[src/rtl/mux_pipe_stage.sv]
// N-way, WIDTH-bit selector with a registered, valid/ready handshaked output.
// The selected word is captured into a main register that drives the output;
// a second skid register absorbs one extra word under backpressure so that
// in_ready can be registered (no combinational path from out_ready).
// Out-of-range selects produce an all-zero word and set a sticky error flag.
module mux_pipe_stage #(
    parameter  int WIDTH = 32,
    parameter  int N     = 2,
    localparam int SELW  = (N > 1) ? $clog2(N) : 1
) (
    input  logic                 clk,
    input  logic                 rst_n,
    input  logic [N*WIDTH-1:0]   in_data,
    input  logic [SELW-1:0]      in_sel,
    input  logic                 in_valid,
    output logic                 in_ready,
    output logic [WIDTH-1:0]     out_data,
    output logic                 out_valid,
    input  logic                 out_ready,
    input  logic                 flush,
    output logic                 sel_err,
    input  logic                 err_clr
);

    // Storage: main register drives the output, skid holds the overflow word
    logic             main_valid_q, main_valid_d;
    logic [WIDTH-1:0] main_data_q,  main_data_d;
    logic             skid_valid_q, skid_valid_d;
    logic [WIDTH-1:0] skid_data_q,  skid_data_d;
    logic             sel_err_q,    sel_err_d;

    logic [WIDTH-1:0] chan [N];
    logic [WIDTH-1:0] sel_word;
    logic             sel_bad;
    logic             accept;

    // Split the flat input bus into per-channel words
    genvar gi;
    generate
        for (gi = 0; gi < N; gi++) begin : g_chan
            assign chan[gi] = in_data[gi*WIDTH +: WIDTH];
        end
    endgenerate

    // A select is bad when it names a channel that does not exist; this can
    // only happen when N is not a power of two.
    assign sel_bad = (32'(in_sel) >= 32'(N));

    // Select the channel word; an out-of-range select leaves it at zero
    always_comb begin
        sel_word = '0;
        for (int k = 0; k < N; k++) begin
            if (in_sel == SELW'(k)) begin
                sel_word = chan[k];
            end
        end
    end

    // Ready depends only on skid occupancy, so it is a pure register output
    assign in_ready = ~skid_valid_q;
    assign accept   = in_valid & in_ready;

    // Occupancy transitions: empty / main only / main+skid, flush dominant
    always_comb begin
        main_valid_d = main_valid_q;
        main_data_d  = main_data_q;
        skid_valid_d = skid_valid_q;
        skid_data_d  = skid_data_q;
        if (flush) begin
            // Drop everything held and anything offered; data keeps last value
            main_valid_d = 1'b0;
            skid_valid_d = 1'b0;
        end else if (!main_valid_q) begin
            if (accept) begin
                main_valid_d = 1'b1;
                main_data_d  = sel_word;
            end
        end else if (!skid_valid_q) begin
            if (out_ready && accept) begin
                main_data_d  = sel_word;
            end else if (out_ready) begin
                main_valid_d = 1'b0;
            end else if (accept) begin
                skid_valid_d = 1'b1;
                skid_data_d  = sel_word;
            end
        end else if (out_ready) begin
            // Both full: main drains, skid word moves up; no accept possible
            main_data_d  = skid_data_q;
            skid_valid_d = 1'b0;
        end
    end

    // Sticky select error: a new bad accept wins over a simultaneous clear
    always_comb begin
        sel_err_d = (accept & sel_bad) | (sel_err_q & ~err_clr);
    end

    // State registers with asynchronous active-low reset
    always_ff @(posedge clk or negedge rst_n) begin
        if (!rst_n) begin
            main_valid_q <= 1'b0;
            main_data_q  <= '0;
            skid_valid_q <= 1'b0;
            skid_data_q  <= '0;
            sel_err_q    <= 1'b0;
        end else begin
            main_valid_q <= main_valid_d;
            main_data_q  <= main_data_d;
            skid_valid_q <= skid_valid_d;
            skid_data_q  <= skid_data_d;
            sel_err_q    <= sel_err_d;
        end
    end

    assign out_valid = main_valid_q;
    assign out_data  = main_data_q;
    assign sel_err   = sel_err_q;

endmodule
[config.mk]
export PLATFORM = sky130hd
export DESIGN_NAME = mux_pipe_stage
export DESIGN_NICKNAME = d
export VERILOG_FILES = /design/src/rtl/mux_pipe_stage.sv
export SDC_FILE = /design/constraint.sdc
export NUM_CORES = 1
export LEC_CHECK = 0
export BUFFER_PORTS_ARGS = -buffer_cell sky130_fd_sc_hd__buf_2
export CAP_MARGIN = 15
export CORE_UTILIZATION = 33
export DETAILED_ROUTE_END_ITERATION = 8
export PLACE_DENSITY = 0.65
export SLEW_MARGIN = 20
export SYNTH_ARGS = -nofsm -noshare
export SYNTH_HDL_FRONTEND = slang
export SYNTH_SLANG_ARGS = --single-unit
[constraint.sdc]
create_clock -name clk -period 2.2 [get_ports clk]
set_input_delay 0.33 -clock clk [delete_from_list [all_inputs] [get_ports clk]]
set_output_delay 0.33 -clock clk [all_outputs]
set_load 0.03 [all_outputs]
# Word level (Yosys, flattened, before mapping)
# Cells that the tools add are included.
# W data, S select, Z words.
[word_totals] input_bits=71 output_inout_bits=35 wordCells=36 reg_bits=67
[classes] reduce_logical=5 eq_ne=2 n_mux=17 bitwise=7
[ops] op="$mux W32" n=6
[ops] op="$mux W1" n=11
[ops] op="$reduce_and A6 Y1" n=1
[ops] op="$not A1 Y1" n=5
[ops] op="$reduce_and A4 Y1" n=1
[ops] op="$reduce_bool A2 Y1" n=2
[ops] op="$ne A3 B1 Y1 const B" n=1
[ops] op="$ne A3 B3 Y1 const B" n=1
[ops] op="$and A1 B1 Y1" n=2
[ops] op="$logic_and A1 B1 Y1" n=1

# Depth between registers and ports, before layout
[logic_depth] depth_word=8 ltp_mapped=6 ltp_nobuf=3

# Least setup slack after synthesis
# OpenSTA, ideal clock, no wires.
[synth_timing] path_kind="reg-to-reg" startpoint="register main_valid_q (netlist: out_valid)" endpoint="register skid_data_q[10]" period_less_slack_ns=1.923 arrival_time_ns=1.798 required_time_ns=2.075 path_slack_ns=0.277 setup_ns=0.125 stages_incl_launch_ff=6 n_path_buf=3 cell_sequence="dfrtp_1 clkbuf_1 or4b_4 buf_6 buf_12 mux2_4"
[synth_via] elab_chain_len=1
[synth_rtl] item="from (decl)" line="26" text="logic main_valid_q, main_valid_d;"
[synth_rtl] item="from (signal assigned)" line="108" text="main_valid_q <= main_valid_d;"
[synth_rtl] item="$reduce_and A6 Y1 (no line)"
[synth_rtl] item="to (signal assigned)" line="111" text="skid_data_q <= skid_data_d;"
[synth_rtl] item="to (decl)" line="29" text="logic [WIDTH-1:0] skid_data_q, skid_data_d;"
# Every way passes these cells.
# A chain may end at the register's enable or synchronous reset.

# Worst setup path after layout
[layout_timing] startpoint="register skid_valid_q" endpoint="register skid_data_q[17]"
[layout_via] elab_chain_len=5
[layout_rtl] item="from (decl)" line="28" text="logic skid_valid_q, skid_valid_d;"
[layout_rtl] item="from (signal assigned)" line="110" text="skid_valid_q <= skid_valid_d;"
[layout_rtl] item="$not A1 Y1 (no line) *"
[layout_rtl] item="$and A1 B1 Y1" line="61" text="assign accept = in_valid & in_ready;"
[layout_rtl] item="$logic_and A1 B1 Y1" line="79" text="if (out_ready && accept) begin"
[layout_rtl] item="$not A1 Y1 (no line)"
[layout_rtl] item="$reduce_and A6 Y1 (no line) *"
# Mark *: on every way between the ends. The rest lies on a longest branch, timed or not.

==> flow_summary.json <==
{
  "nFillCells": 976,
  "ant_nets": 0,
  "min_period_ns": 1.97,
  "initial_core_util": 0.339,
  "yosysSeqAreaShare": 0.479,
  "cts_setup_buffers": 0,
  "max_slew_margin": 0.425,
  "synth_fp_nets": 331,
  "power.density_mw_per_mm2": 893,
  "core_mm2": 0.0103,
  "synth_top_area_share": 0.479,
  "dieArea_mm2": 0.0110,
  "setup_tns_ns": 0,
  "track_usage": 0.136,
  "synthAdderAreaFrac": 0,
  "yosysMostFrequentCell": "dfrtp_1",
  "crit_arrival_ns": 2.17,
  "status": "complete, no violations",
  "tightest_slew_ns": 0.862,
  "skew_ns": 0.0120,
  "cts_hold_buf": 0,
  "fin_crit_sh": 0.894,
  "cp_data_required_time_ns": 2.41,
  "portBuffers": 105,
  "synth_edf_count": 0,
  "clk_path_buf_depth": 2,
  "ir_worst_vdd_mv": 0.310,
  "syn_inst": 260,
  "cts_buffers": 9,
  "synthDistinctLibCells": 22,
  "clkLatencyLatePin_ns": 0.33,
  "fp.dieW_um": 105,
  "finalHoldViolations": 0,
  "synth_area_mm2": 0.00350,
  "drt-pass1-iter-count": 4,
  "num_io_pins": 106,
  "wl_per_cell_um": 13.7,
  "crit_path_max_fanout": 32,
  "ys_top_cells_by_area": "dfrtp_1 48%, mux2i_1 18%, mux2_4 12%",
  "syn_to_final_growth_pct": 23.0,
  "grt_pass1_vias": 2403,
  "design_area_mm2": 0.00431,
  "r2r_slack_ns": 0.23,
  "ys_ff_latch": 67,
  "num_vias": 2260,
  "rows": 37,
  "synth_top_family_by_area": "multiplexers",
  "clockRootBuffer": "clkbuf_8",
  "synthMuxAreaShare": 0.412,
  "drive_gt1_frac": 0.522,
  "cts_resized": 0,
  "path_clk_slew_ns": 0.08,
  "synth_xor_area_frac": 0,
  "die_y_um": 105,
  "routed_via_density": 4.48,
  "yosys.area.top_type": "dfrtp_1",
  "timing.rr.start": "skid_valid_q",
  "place_area_mm2": 0.00414,
  "avgSynthCellArea_um2": 13.5,
  "p_leak_uw": 0.00214,
  "yosysWarningCount": 0,
  "drt_iter0_drc": 20,
  "netlist_top_cells_count": "67 x dfrtp_1, 64 x mux2i_1, 34 x inv_1, 34 x mux2_2, 28 x mux2_4",
  "grt_pass1_wl_um": 11600,
  "crit_type": "register to register",
  "wl_um": 6930,
  "rsz0062_at_grt": "false",
  "maxCapViolCount": 0,
  "hold_class": "input port to async pin",
  "hpwl_um": 4870,
  "grt_max_degree": 68,
  "grt_antenna_before_repair": 0,
  "synth_compound_area_frac": 0.0129,
  "fmax_mhz": 509,
  "r2r_cells": 3,
  "yosys.area_share.simple": 0.0186,
  "cts_tree": "yes",
  "gr-total-overflow": 0,
  "antenna_cells": 0,
  "nNetsFinal": 435,
  "cp-end-kind": "register",
  "clkSinkCount": 67,
  "slew_violations": 0,
  "place_congestion": 0.666,
  "drc": 0,
  "start_kind": "register",
  "synth_ff_type": "dfrtp_1",
  "setup-violations-final": 0,
  "r2r_end": "skid_data_q[17]",
  "async_flop_share": 1.00,
  "cts_max_level": 3
}
power by group:
part	internal, uW	leakage, uW	switching [uW]
combinational	549	0.00125	654
clock	427	0.0000839	461
sequential	1570	0.000802	187
layout make-up:
type                    instances  area, um2  area share
inverters                      34        128      0.0296
well taps                     136        170      0.0395
repair buffers                110        603       0.140
flip-flops and latches         67       1680       0.389
clock buffers                  10        138      0.0320
multi-input cells             142       1560       0.363
clock inverters                 5       30.0     0.00697
routing by layer:
| layer | up-vias | wire, um | GRT usage |
|---|---|---|---|
| li1 | 1083 | - | - |
| met1 | 1093 | 3210 | 0.171 |
| met2 | 73 | 3270 | 0.219 |
| met3 | 11 | 349 | 0.0393 |
| met4 | 0 | 106 | 0.0533 |
| met5 | - | 0 | 0 |
through the flow:
stage,total power (uW),hold slack [ns],utilization,instances,setup slack [ns]
floorplan,2610,0.0344,-,260,0.277
global placement,2950,0.485,0.401,489,0.304
detailed placement,3000,0.488,0.401,489,0.250
CTS,3920,0.115,0.417,504,0.223
global route,4080,0.111,0.417,504,0.181
finish,3850,0.0994,0.417,504,0.234
how the worst max path moves through the flow:
| stage | startpoint | end | slack [ns] | depth (start not counted) |
|---|---|---|---|---|
| after global placement | skid_valid_q | skid_data_q[15] | 0.30 | 3 |
| final | skid_valid_q | skid_data_q[17] | 0.23 | 3 |
| after detailed placement | skid_valid_q | skid_data_q[20] | 0.25 | 3 |
| after global routing | skid_valid_q | skid_data_q[17] | 0.18 | 3 |
| after floorplan | out_valid | skid_data_q[10] | 0.28 | 5 |
| after CTS | skid_valid_q | skid_data_q[17] | 0.22 | 3 |
registers in the layout (all words and copies together), names as in the netlist:
name / cells
out_data: 32
skid_data_q: 32
out_valid: 1
sel_err: 1
skid_valid_q: 1
cells by family (layout without fill, tap and decap cells):
| kind of cell | Yosys count | after routing |
|---|---|---|
| muxes | 126 | 126 |
| DFF | 67 | 67 |
| buffers and inverters | 51 | 159 |
| and+or+nand+nor | 9 | 9 |
| AOI/OAI and AO/OA | 7 | 7 |
worst max-delay path, stage by stage (launching register included):
cell      delay [ns]
dfrtp_1         0.46
nand2b_4        0.18
or4b_4          0.77
mux2_4          0.40
layout by cell type (no fill, tap or decap):
cell        instances
a211oi_1            1
a211oi_4            1
a21oi_1             2
and2_2              1
buf_12              3
buf_2             104
buf_4               3
clkbuf_8           10
clkinv_2            3
clkinvlp_4          2
dfrtp_1            67
inv_1              34
mux2_2             34
mux2_4             28
mux2i_1            64
nand2_1             1
nand2b_4            1
nand3_1             2
nor2_1              1
nor2b_1             1
o21ai_0             3
or2_2               1
or4b_4              1
(Power assumes the default switching activity.)
